--- config.mk ---
export PLATFORM = sky130hd
export DESIGN_NAME = fb_pattern_writer
export DESIGN_NICKNAME = d
export VERILOG_FILES = /design/src/rtl/fb_pattern_writer.sv
export SDC_FILE = /design/constraint.sdc
export NUM_CORES = 1
export LEC_CHECK = 0
export CAP_MARGIN = 20
export CORE_MARGIN = 5
export CORE_UTILIZATION = 30
export DETAILED_ROUTE_END_ITERATION = 8
export GPL_ROUTABILITY_DRIVEN = 0
export PLACE_DENSITY_LB_ADDON = 0.08
export REMOVE_ABC_BUFFERS = 1
export SLEW_MARGIN = 20
export SYNTH_ARGS = -nofsm -noshare
export SYNTH_HDL_FRONTEND = slang
export SYNTH_SLANG_ARGS = --single-unit
--- constraint.sdc ---
create_clock -name clk -period 4.3 [get_ports clk]
set_clock_uncertainty 0.15 [all_clocks]
set_input_delay 0.645 -clock clk [delete_from_list [all_inputs] [get_ports clk]]
set_output_delay 0.645 -clock clk [all_outputs]
set_load 0.03 [all_outputs]
--- src/rtl/fb_pattern_writer.sv ---
// rtl/fb_pattern_writer.sv - framebuffer test-pattern writer with ack handshake and timeout
//
// Ports:
//   clk              single clock
//   rst              synchronous active-high reset
//   start            begin a run (level-sampled in IDLE)
//   stop             abort the run (deferred while a write handshake is in flight)
//   mode             0 WALK, 1 FILL, 2 CLEAR, 3 CHECKER
//   pattern_data     byte written in WALK and FILL
//   fb_we            framebuffer write enable, high only in WRITE
//   fb_w_xpos        write x position
//   fb_w_ypos        write y position
//   fb_din           write data
//   fb_w_data_valid  write acknowledge from the framebuffer
//   busy             run in progress
//   done             one-cycle pulse on normal end of run
//   err              sticky acknowledge-timeout flag
module fb_pattern_writer #(
  parameter int FB_WIDTH    = 128,
  parameter int FB_HEIGHT   = 64,
  parameter int TICK_CYCLES = 27000000,
  parameter int ACK_TIMEOUT = 1024,
  parameter int XW          = 8,
  parameter int YW          = 8
) (
  input  logic          clk,
  input  logic          rst,
  input  logic          start,
  input  logic          stop,
  input  logic [1:0]    mode,
  input  logic [7:0]    pattern_data,
  output logic          fb_we,
  output logic [XW-1:0] fb_w_xpos,
  output logic [YW-1:0] fb_w_ypos,
  output logic [7:0]    fb_din,
  input  logic          fb_w_data_valid,
  output logic          busy,
  output logic          done,
  output logic          err
);

  localparam logic [1:0] MODE_WALK    = 2'd0;
  localparam logic [1:0] MODE_CLEAR   = 2'd2;
  localparam logic [1:0] MODE_CHECKER = 2'd3;

  localparam int TW = $clog2(TICK_CYCLES + 1);
  localparam int AW = $clog2(ACK_TIMEOUT + 1);

  localparam logic [XW-1:0] X_LAST    = XW'(FB_WIDTH - 1);
  localparam logic [YW-1:0] Y_LAST    = YW'(FB_HEIGHT - 1);
  localparam logic [TW-1:0] TICK_LAST = TW'(TICK_CYCLES - 1);
  localparam logic [AW-1:0] TO_LAST   = AW'(ACK_TIMEOUT - 1);

  typedef enum logic [2:0] {
    IDLE,
    WAIT_TICK,
    WRITE,
    ACK_LOW,
    ADVANCE,
    FINISH
  } state_t;

  state_t          state;
  logic [1:0]      mode_q;
  logic [7:0]      data_q;
  logic [XW-1:0]   cur_x;
  logic [YW-1:0]   cur_y;
  logic [TW-1:0]   tick_cnt;
  logic [AW-1:0]   to_cnt;
  logic            stop_pend;

  logic [XW-1:0]   nx;
  logic [YW-1:0]   ny;
  logic            frame_last;

  function automatic logic [7:0] pixel_data(input logic [1:0]    m,
                                            input logic [7:0]    d,
                                            input logic [XW-1:0] px,
                                            input logic [YW-1:0] py);
    logic [7:0] r;
    case (m)
      MODE_CLEAR:   r = 8'h00;
      MODE_CHECKER: r = (px[0] ^ py[0]) ? 8'hAA : 8'h55;
      default:      r = d;
    endcase
    return r;
  endfunction

  // Next cursor position in raster order; wraps to (0,0) after the last pixel.
  always_comb begin
    frame_last = 1'b0;
    nx         = cur_x + 1'b1;
    ny         = cur_y;
    if (cur_x == X_LAST) begin
      nx = '0;
      if (cur_y == Y_LAST) begin
        ny         = '0;
        frame_last = 1'b1;
      end else begin
        ny = cur_y + 1'b1;
      end
    end
  end

  always_ff @(posedge clk) begin
    if (rst) begin
      state     <= IDLE;
      mode_q    <= '0;
      data_q    <= '0;
      cur_x     <= '0;
      cur_y     <= '0;
      tick_cnt  <= '0;
      to_cnt    <= '0;
      stop_pend <= 1'b0;
      fb_we     <= 1'b0;
      fb_w_xpos <= '0;
      fb_w_ypos <= '0;
      fb_din    <= '0;
      busy      <= 1'b0;
      done      <= 1'b0;
      err       <= 1'b0;
    end else begin
      done <= 1'b0;
      case (state)
        IDLE: begin
          fb_we <= 1'b0;
          if (start) begin
            mode_q    <= mode;
            data_q    <= pattern_data;
            cur_x     <= '0;
            cur_y     <= '0;
            tick_cnt  <= '0;
            to_cnt    <= '0;
            stop_pend <= 1'b0;
            busy      <= 1'b1;
            if (mode == MODE_WALK) begin
              state <= WAIT_TICK;
            end else begin
              state     <= WRITE;
              fb_we     <= 1'b1;
              fb_w_xpos <= '0;
              fb_w_ypos <= '0;
              fb_din    <= pixel_data(mode, pattern_data, '0, '0);
            end
          end
        end

        WAIT_TICK: begin
          if (stop) begin
            state    <= IDLE;
            busy     <= 1'b0;
            tick_cnt <= '0;
          end else if (tick_cnt == TICK_LAST) begin
            tick_cnt  <= '0;
            to_cnt    <= '0;
            state     <= WRITE;
            fb_we     <= 1'b1;
            fb_w_xpos <= cur_x;
            fb_w_ypos <= cur_y;
            fb_din    <= pixel_data(mode_q, data_q, cur_x, cur_y);
          end else begin
            tick_cnt <= tick_cnt + 1'b1;
          end
        end

        WRITE: begin
          if (fb_w_data_valid) begin
            fb_we     <= 1'b0;
            to_cnt    <= '0;
            stop_pend <= stop_pend | stop;
            state     <= ACK_LOW;
          end else if (to_cnt == TO_LAST) begin
            // Abandon the write; a pending stop is moot once the run is aborted.
            err       <= 1'b1;
            fb_we     <= 1'b0;
            busy      <= 1'b0;
            to_cnt    <= '0;
            stop_pend <= 1'b0;
            state     <= IDLE;
          end else begin
            to_cnt    <= to_cnt + 1'b1;
            stop_pend <= stop_pend | stop;
          end
        end

        // Hold off the next write until the acknowledge has been released.
        ACK_LOW: begin
          stop_pend <= stop_pend | stop;
          if (!fb_w_data_valid) begin
            state <= ADVANCE;
          end
        end

        ADVANCE: begin
          if (stop || stop_pend) begin
            stop_pend <= 1'b0;
            busy      <= 1'b0;
            state     <= IDLE;
          end else begin
            cur_x <= nx;
            cur_y <= ny;
            if (mode_q == MODE_WALK) begin
              state <= WAIT_TICK;
            end else if (frame_last) begin
              done  <= 1'b1;
              state <= FINISH;
            end else begin
              to_cnt    <= '0;
              state     <= WRITE;
              fb_we     <= 1'b1;
              fb_w_xpos <= nx;
              fb_w_ypos <= ny;
              fb_din    <= pixel_data(mode_q, data_q, nx, ny);
            end
          end
        end

        FINISH: begin
          busy  <= 1'b0;
          state <= IDLE;
        end

        default: begin
          fb_we <= 1'b0;
          busy  <= 1'b0;
          state <= IDLE;
        end
      endcase
    end
  end

endmodule

==> results.tsv, run 1 <==
metric	value	unit
status	finished, final reports clean	
CP max FO	25	
Area after DPL	0.00544	mm2
Post-CTS Hold Buffers	0	
Root Driver	clkbuf_16	
die height	138	um
max frequency	0.330	GHz
Worst setup EP type	flop	
Synth Cell Area	0.00491	mm2
Max Root-Sink Buffers	2	
layout cell share with drive strength beyond 1	0.0646	
worst-skew pair later-pin latency	0.36	ns
# nets final	664	
min-delay src	to_cnt[10]	
crit-path cells	nor2_1 -> and2_1 -> o21ai_2 -> and3_2 -> buf_4 -> nor2_1 -> a311oi_2	
top_reg_cell synth	dfxtp_1	
drt total wl	13900	um
r2r worst-path depth	7	
kind of start point of the critical path	flop	
hold endpoint	to_cnt[10]	
I/O pin total	43	
most used cell, CP	nor2_1	
# diodes	0	
Slew Viols, Final	0	
worst reg2reg endpoint	fb_din[7]	
clk sink count	94	
DRC	0	
slowest stage delay, CP	0.75	ns
Starting Density	0.308	
first-pass GRT wire length	23000	um
Num CTS Buffers	9	
Post-CTS Setup Bufs	0	
worst hold path depth	2	
Synth cell types	60	
CORE AREA	0.0159	mm2
CTS tree	built	
number of synthesized flops with an enable pin	0	
Yosys Warn Count	0	
die area	0.0190	mm2
Synth async-reset ratio	0	
vias post-DR	4604	
initial antenna violation count	0	
Total GRT Usage	0.153	
I/O Buffers	42	
Finish-stage setup viols	0	
H-tree lvl count	3	
die width	138	um
Fillers	1689	
Routed Antenna Nets	0	
Max-Cap Viols	0	
Reg clk slew, reported paths	0.06	ns
CP Data Required Time	4.41	ns
worst path arrival time	3.14	ns
VDD IR max	0.247	mV
DP Wirelength	9540	um
global route overflow	0	
RR Startpoint	state[0]	
number of global-route vias before repair	4435	
Post-Syn Area per Cell	7.83	um2
RSZ-0062 raised after global routing	false	
Fin Setup TNS	0	ns
final instance area	0.00575	mm2
Pwr Density	507	mW/mm2
sequential area share after synthesis	0.383	
Mapped Cells	627	
Final period util	0.704	
#FFs+latches synth	94	
Crit Path Class	flop to flop	
drt first pass iters	5	
Worst-Margin Slew	0.994	ns
wire per inst	16.0	um
final hold vios	0	
area growth from synthesis to layout	17.2	%
Hold WC Path Type	flop to flop	
P_leak	1.86	nW
Row Count	46	
Gates resized, CTS repair	0	
Period minus WS final	3.03	ns
via density per instance	5.32	
First DRT Iteration DRCs	330	
Crit-path slowest cell	dfxtp_1	
internal reg-to-reg setup slack	1.27	ns
slew margin rel.	0.333	
pin count of the biggest net entering global routing	28	
==> cells in the mapped netlist (4+ instances only) <==
master | n | share of area
o211ai_1 | 4 | 0.0061
nand4_1 | 14 | 0.018
a211oi_1 | 12 | 0.018
o21ai_0 | 35 | 0.036
nor3b_1 | 8 | 0.012
nor3_1 | 19 | 0.019
dfxtp_1 | 94 | 0.38
xor2_1 | 11 | 0.020
buf_2 | 13 | 0.013
or3_1 | 5 | 0.0064
buf_6 | 4 | 0.0092
ha_1 | 4 | 0.010
clkbuf_1 | 21 | 0.016
mux2i_1 | 5 | 0.010
and3_1 | 18 | 0.023
a31oi_1 | 13 | 0.017
a21oi_1 | 66 | 0.067
or2_2 | 4 | 0.0051
xnor2_1 | 7 | 0.012
nand2b_1 | 5 | 0.0064
nor4_1 | 4 | 0.0051
a311oi_2 | 5 | 0.015
nand3_1 | 26 | 0.027
a311oi_1 | 18 | 0.032
nand2_1 | 67 | 0.051
nor2_1 | 84 | 0.064
inv_1 | 4 | 0.0031
and2_1 | 5 | 0.0064
==> sequential cells by signal, summed over array words and instances (netlist names) <==
| register | cells |
|---|---|
| busy | 1 |
| done | 1 |
| fb_w_ypos | 8 |
| err | 1 |
| cur_x | 8 |
| data_q | 8 |
| tick_cnt | 25 |
| state | 3 |
| stop_pend | 1 |
| cur_y | 8 |
| to_cnt | 11 |
| fb_din | 8 |
| mode_q | 2 |
| fb_we | 1 |
| fb_w_xpos | 8 |
==> where the power goes <==
part / internal (mW) / switching, mW
combinational: 0.349 / 0.622
clock: 0.524 / 0.338
sequential: 0.974 / 0.110
==> logic make-up (layout without fill, tap and decap cells) <==
kind of cell	after synthesis	after routing	synth area share
adders and majority gates	4	4	0.0102
xor gates and xnor gates	18	18	0.0321
muxes	5	5	0.0102
buffers and inverters	47	70	0.0477
AOI/OAI and AO/OA	178	178	0.233
DFF	94	94	0.383
and+or+nand+nor	281	281	0.284
==> cell usage in the layout (no fill, tap or decap), types with 13 or more instances in the layout <==
master,n
a21oi_1,66
a311oi_1,18
a31oi_1,13
and3_1,17
clkdlybuf4s50_1,41
dfxtp_1,94
nand2_1,67
nand3_1,26
nand4_1,14
nor2_1,84
nor3_1,19
o21ai_0,35
==> stage by stage <==
step	setup slack (ns)	std cells	util	hold slack, ns	power [mW]
5_1_grt	1.05	866	0.361	0.344	3.11
4_1_cts	1.26	866	0.361	0.319	2.97
2_1_floorplan	1.41	584	-	0.289	1.69
3_3_place_gp	1.07	850	0.341	0.302	2.08
6_report	1.27	866	0.361	0.318	2.92
3_5_place_dp	0.997	850	0.341	0.310	2.09
==> metal layers <==
layer	share of wire	track usage	vias to the layer above
met4	0.014	0.0417	0
met5	0	0	-
met1	0.48	0.205	2168
li1	-	-	2329
met2	0.46	0.240	91
met3	0.050	0.0435	16
==> worst max-delay path, delay by kind of cell, from the launching register on <==
family / cells / cell delay [ns]
AOI/OAI and AO/OA: 2 / 0.40
buffers and inverters: 1 / 0.39
DFF: 1 / 0.75
and+or+nand+nor: 4 / 1.20
==> layout make-up <==
class / instances / area [um2] / area share
Clock buffer: 12 / 246 / 0.0428
Clock inverter: 4 / 70.1 / 0.0122
Inverter: 4 / 15.0 / 0.00261
Multi-Input combinational cell: 486 / 2800 / 0.486
Sequential cell: 94 / 1880 / 0.327
Tap cell: 216 / 270 / 0.0470
Timing Repair Buffer: 50 / 475 / 0.0826
==> worst max path at each step <==
stage,startpoint,endpoint,slack (ns),depth (start not counted)
floorplan,cur_x[0],fb_w_ypos[5],1.41,7
global placement,stop,fb_w_xpos[4],1.07,8
detailed placement,stop,fb_din[1],1.0,8
CTS,state[0],fb_din[1],1.26,7
global route,state[1],fb_din[3],1.05,7
finish,state[0],fb_din[7],1.27,7
(Power assumes the default switching activity.)
==> run 2, diff against run 1 <==
==> constraint.sdc (replaced) <==
create_clock -name clk -period 2.9 [get_ports clk]
set_clock_uncertainty 0.15 [all_clocks]
set_input_delay 0.435 -clock clk [delete_from_list [all_inputs] [get_ports clk]]
set_output_delay 0.435 -clock clk [all_outputs]
set_load 0.03 [all_outputs]
==> results.tsv, run 2 (same netlist as run 1, synthesis figures left out) <==
metric	value	unit	change
top flop regs	tick_cnt (25), to_cnt (11)		
r2r worst-path depth	7		unchanged
Starting Density	0.308		unchanged
Max-Cap Viols	0		unchanged
Power, Total	4.47	mW	+53%
Post-CTS Setup Bufs	0		unchanged
min-delay src	to_cnt[10]		
die width	138	um	unchanged
final instance area	0.00595	mm2	+3.5%
Max Root-Sink Buffers	2		unchanged
# diodes	0		unchanged
Total GRT Usage	0.154		+0.00178
Num CTS Buffers	9		unchanged
Pwr Density	751	mW/mm2	+48%
Reg clk slew, reported paths	0.07	ns	about the same
First DRT Iteration DRCs	368		+12%
Routed Antenna Nets	0		unchanged
Worst-Margin Slew	0.658	ns	-0.337 ns
worst path arrival time	2.65	ns	-0.49 ns
# nets final	685		+3.2%
status	finished, final reports clean		
Largest Register	tick_cnt		
Row Count	46		unchanged
die height	138	um	unchanged
die area	0.0190	mm2	unchanged
VDD IR max	0.319	mV	+29%
max reg flops	25		unchanged
Hold WC Path Type	flop to flop		
Post-CTS Hold Buffers	0		unchanged
hold endpoint	to_cnt[10]		
global route overflow	0		unchanged
DRC	0		unchanged
CTS tree	built		
Slew Viols, Final	0		unchanged
pin count of the biggest net entering global routing	42		+50%
final hold slack	0.319	ns	+0.000736 ns
Fillers	1691		+0.12%
DP Cell Count	871		+2.5%
DP Wirelength	9840	um	+3.2%
RSZ-0062 raised after global routing	false		
Worst setup EP type	flop		
H-tree lvl count	3		unchanged
number of global-route vias before repair	4617		+4.1%
via density per instance	5.31		-0.18%
worst hold path depth	2		unchanged
Non-Filler Instances	887		+2.4%
final hold vios	0		unchanged
clk sink count	94		unchanged
I/O pin total	43		unchanged
drt total wl	13900	um	+0.36%
area growth from synthesis to layout	21.3	%	
commonest non-fill, non-tap cells in the layout	94 x dfxtp_1, 84 x nor2_1, 67 x nand2_1		
worst-skew pair later-pin latency	0.35	ns	about the same
slew margin rel.	0.558		+0.225
kind of start point of the critical path	flop		
RR Startpoint	cur_y[1]		
Fin Setup TNS	0	ns	unchanged
first-pass GRT wire length	23500	um	+2.3%
CP Data Required Time	3.00	ns	-1.41 ns
Period minus WS final	2.55	ns	-0.480 ns
Crit Path Class	flop to flop		
I/O Buffers	42		unchanged
Final period util	0.879		+0.174
drt first pass iters	5		unchanged
wire per inst	15.7	um	-2.0%
CP max FO	7		-72%
most common library cell in the layout ignoring fill and taps	dfxtp_1		
vias post-DR	4707		+2.2%
internal reg-to-reg setup slack	0.35	ns	-0.92 ns
P_leak	1.98	nW	+6.4%
layout cell share with drive strength beyond 1	0.0969		+0.0323
Area after DPL	0.00562	mm2	+3.4%
worst reg2reg endpoint	fb_din[2]		
max frequency	0.392	GHz	+19%
Gates resized, CTS repair	0		unchanged
Finish-stage setup viols	0		unchanged
Root Driver	clkbuf_16		
CORE AREA	0.0159	mm2	unchanged
initial antenna violation count	0		unchanged
==> run 2: cell types whose count changed in the layout (fill, tap and decap cells not counted) <==
cell	previous run	this run
buf_12	0	2
clkbuf_8	1	2
clkinv_2	2	1
buf_4	8	27
clkinvlp_4	0	1
clkbuf_1	2	0
clkinv_4	0	1
==> run 2: per-stage QoR <==
stage                util  setup WS [ns]
finish              0.373          0.352
global route        0.373          0.125
CTS                 0.373          0.363
detailed placement  0.353          0.311
global placement    0.353          0.346
floorplan               -        0.00579
==> run 2: layout make-up <==
type	instances	area (um2)	share of cell area
clock buffers	11	253	0.0424
well taps	216	270	0.0454
repair buffers	71	658	0.111
multi-input cells	486	2800	0.469
clock inverters	5	81.3	0.0137
flip-flops and latches	94	1880	0.316
inverters	4	15.0	0.00252
==> run 2: worst max path at each step <==
stage             start           end  slack [ns]  cells after the start
2_1_floorplan  cur_x[0]  fb_w_ypos[5]       0.006                      7
6_report       cur_y[1]     fb_din[2]        0.35                      7
3_3_place_gp       stop  fb_w_xpos[4]        0.35                      8
4_1_cts        cur_x[1]     fb_din[7]        0.36                      6
5_1_grt        cur_y[1]     fb_din[0]        0.13                      7
3_5_place_dp       stop     fb_din[2]        0.31                      8
==> run 2: critical path, cell delays in order, from the launching register on <==
cell and delay (ns):
dfxtp_1 0.40, ha_1 0.31, nor3b_1 0.34, and4_4 0.31, a211oi_1 0.06, a311oi_2 0.43, o21ai_0 0.15, a311oi_1 0.29
==> run 2: metal layers <==
layer,GRT usage,vias to the layer above,wire length [um]
met5,0,-,0
met4,0.0516,0,224
met3,0.0225,15,442
met2,0.252,82,6360
met1,0.210,2232,6880
li1,-,2378,-
==> run 2: power breakdown <==
group,internal [mW],switching (mW)
clock network,0.803,0.529
registers,1.44,0.127
logic,0.603,0.966
==> run 3, diff against run 2 <==
--- a/config.mk
+++ b/config.mk
@@ -5,9 +5,11 @@
 export SDC_FILE = /design/constraint.sdc
 export NUM_CORES = 1
 export LEC_CHECK = 0
+export ABC_AREA = 1
+export ABC_CLOCK_PERIOD_IN_PS = 2900
 export CAP_MARGIN = 20
 export CORE_MARGIN = 5
-export CORE_UTILIZATION = 30
+export CORE_UTILIZATION = 45
 export DETAILED_ROUTE_END_ITERATION = 8
 export GPL_ROUTABILITY_DRIVEN = 0
 export PLACE_DENSITY_LB_ADDON = 0.08
==> results.tsv, run 3 <==
metric	value	unit	change
status	finished, final reports clean		
final hold slack	0.305	ns	-0.0134 ns
number of synthesized flops with an enable pin	0		unchanged
worst path arrival time	2.59	ns	-0.06 ns
drt first pass iters	5		unchanged
Routed Antenna Nets	0		unchanged
H-tree lvl count	3		unchanged
Hold WC Path Type	flop to flop		
most common library cell in the layout ignoring fill and taps	nand2_1		
Reg clk slew, reported paths	0.07	ns	about the same
CP Data Required Time	3.03	ns	+0.03 ns
pin count of the biggest net entering global routing	48		+14%
Worst-Margin Slew	0.713	ns	+0.0550 ns
max reg flops	25		unchanged
I/O Buffers	42		unchanged
Starting Density	0.460		+0.152
vias post-DR	5334		+13%
# diodes	0		unchanged
Finish-stage setup viols	0		unchanged
clk sink count	94		unchanged
Max-Cap Viols	0		unchanged
Total GRT Usage	0.197		+0.0430
die height	118	um	-14%
RSZ-0062 raised after global routing	false		
min-delay src	data_q[3]		
commonest non-fill, non-tap cells in the layout	207 x nand2_1, 113 x nor2_1, 94 x dfxtp_1		
final hold vios	0		unchanged
drt total wl	13500	um	-2.9%
#FFs+latches synth	94		unchanged
CP startpoint	cur_x[0]		
Synth async-reset ratio	0		unchanged
die width	118	um	-14%
via density per instance	5.30		about the same
CTS tree	built		
PnR worst setup slack	0.443	ns	+0.0909 ns
wire per inst	13.4	um	-14%
Fillers	1194		-29%
kind of start point of the critical path	flop		
dpl ws	0.390	ns	+0.0787 ns
initial antenna violation count	0		unchanged
synth top area cells	dfxtp_1 36%, nand2_1 15%, nor2_1 8.1%		
Synth Cell Area	0.00525	mm2	+6.9%
Mapped Cells	825		+32%
DP Wirelength	9350	um	-5.0%
# nets final	878		+28%
top-area cell type share of the netlist area	0.359		-0.0248
DRC	0		unchanged
max frequency	0.407	GHz	+3.7%
First DRT Iteration DRCs	382		+3.8%
internal reg-to-reg setup slack	0.44	ns	+0.09 ns
Final period util	0.847		-0.0313
worst-skew pair later-pin latency	0.35	ns	about the same
post-synth top area cell	dfxtp_1		
Pwr Density	700	mW/mm2	-6.8%
most numerous cell in the Yosys netlist	nand2_1		
VDD IR max	0.432	mV	+35%
Synth cell types	38		-37%
sequential area share after synthesis	0.359		-0.0248
RR Startpoint	cur_x[0]		
top flop regs	tick_cnt (25), to_cnt (11)		
CP max FO	16		+9
Crit Path Class	flop to flop		
Largest Register	tick_cnt		
Post-CTS Setup Bufs	0		unchanged
Max Root-Sink Buffers	2		unchanged
Root Driver	clkbuf_16		
number of global-route vias before repair	5040		+9.2%
I/O pin total	43		unchanged
global route overflow	0		unchanged
P_leak	2.48	nW	+25%
Post-CTS Hold Buffers	0		unchanged
first-pass GRT wire length	23400	um	-0.50%
area growth from synthesis to layout	15.8	%	
Yosys Warn Count	0		unchanged
layout cell share with drive strength beyond 1	0.0556		-0.0413
Gates resized, CTS repair	0		unchanged
CORE AREA	0.0114	mm2	-28%
top_reg_cell synth	dfxtp_1		
Worst setup EP type	flop		
slew margin rel.	0.520		-0.0376
commonest cells in the netlist	207 x nand2_1, 113 x nor2_1, 94 x dfxtp_1		
die area	0.0139	mm2	-27%
Slew Viols, Final	0		unchanged
Row Count	39		-15%
Period minus WS final	2.46	ns	-0.0909 ns
Fin Setup TNS	0	ns	unchanged
Post-Syn Area per Cell	6.36	um2	-19%
Num CTS Buffers	9		unchanged
==> run 3: cell types whose count changed after synthesis, moves of 10 or more <==
cell      before  now
nand4_1       14   29
a31oi_1       13    3
nand3_1       26   66
a311oi_1      18    1
and3_1        18    0
inv_1          4   86
nor2_1        84  113
o21ai_0       35   54
nand2_1       67  207
==> run 3: path summary, 6_finish.rpt <==
| path | to | cells past startpoint |
|---|---|---|
| setup / recovery | to_cnt[0] | 9 |
| hold / removal | data_q[3] | 2 |
| setup reg to reg | to_cnt[0] | 9 |
| hold reg to reg | data_q[3] | 2 |
==> run 3: routing by layer <==
layer | global-route usage | up-vias | wire (um)
met2 | 0.333 | 124 | 6290
met3 | 0.0312 | 21 | 476
met1 | 0.250 | 2429 | 6450
li1 | - | 2760 | -
met5 | 0 | - | 0
met4 | 0.0824 | 0 | 280
==> run 3: critical path: stages (launching register included) <==
cell     delay (ns)
dfxtp_1        0.41
ha_1           0.21
nand3_1        0.09
inv_1          0.14
nand2_2        0.14
o22ai_1        0.22
nand2_2        0.27
nand3_1        0.50
nand2_1        0.11
a21oi_1        0.14
==> run 3: layout make-up <==
type	instances	area, um2	share of cell area
Multi-Input combinational cell	608	2880	0.473
Inverter	93	349	0.0575
Sequential cell	94	1880	0.310
Timing Repair Buffer	53	503	0.0828
Tap cell	143	179	0.0294
Clock buffer	15	288	0.0474
==> run 3: kinds of logic (layout without fill, tap and decap cells) <==
group	Yosys count	in the layout	share of synthesized area
simple gates	450	450	0.372
compound gates	141	141	0.144
buf+inv	123	161	0.0937
flops	94	94	0.359
xor+xnor	13	13	0.0217
fa+ha+maj	4	4	0.00954
==> run 3: stage by stage <==
| step | utilization | instance area (um2) | power, mW | instances |
|---|---|---|---|---|
| 2_1_floorplan | - | 5110 | 2.59 | 795 |
| 3_3_place_gp | 0.507 | 5790 | 3.09 | 991 |
| 3_5_place_dp | 0.507 | 5790 | 3.12 | 991 |
| 4_1_cts | 0.532 | 6080 | 4.30 | 1006 |
| 5_1_grt | 0.532 | 6080 | 4.55 | 1006 |
| 6_report | 0.532 | 6080 | 4.25 | 1006 |
==> run 3: report_power, final <==
group	leakage [nW]	switching (mW)	internal, mW
Sequential	0.767	0.131	1.48
Combinational	1.58	0.970	0.509
Clock	0.142	0.496	0.672
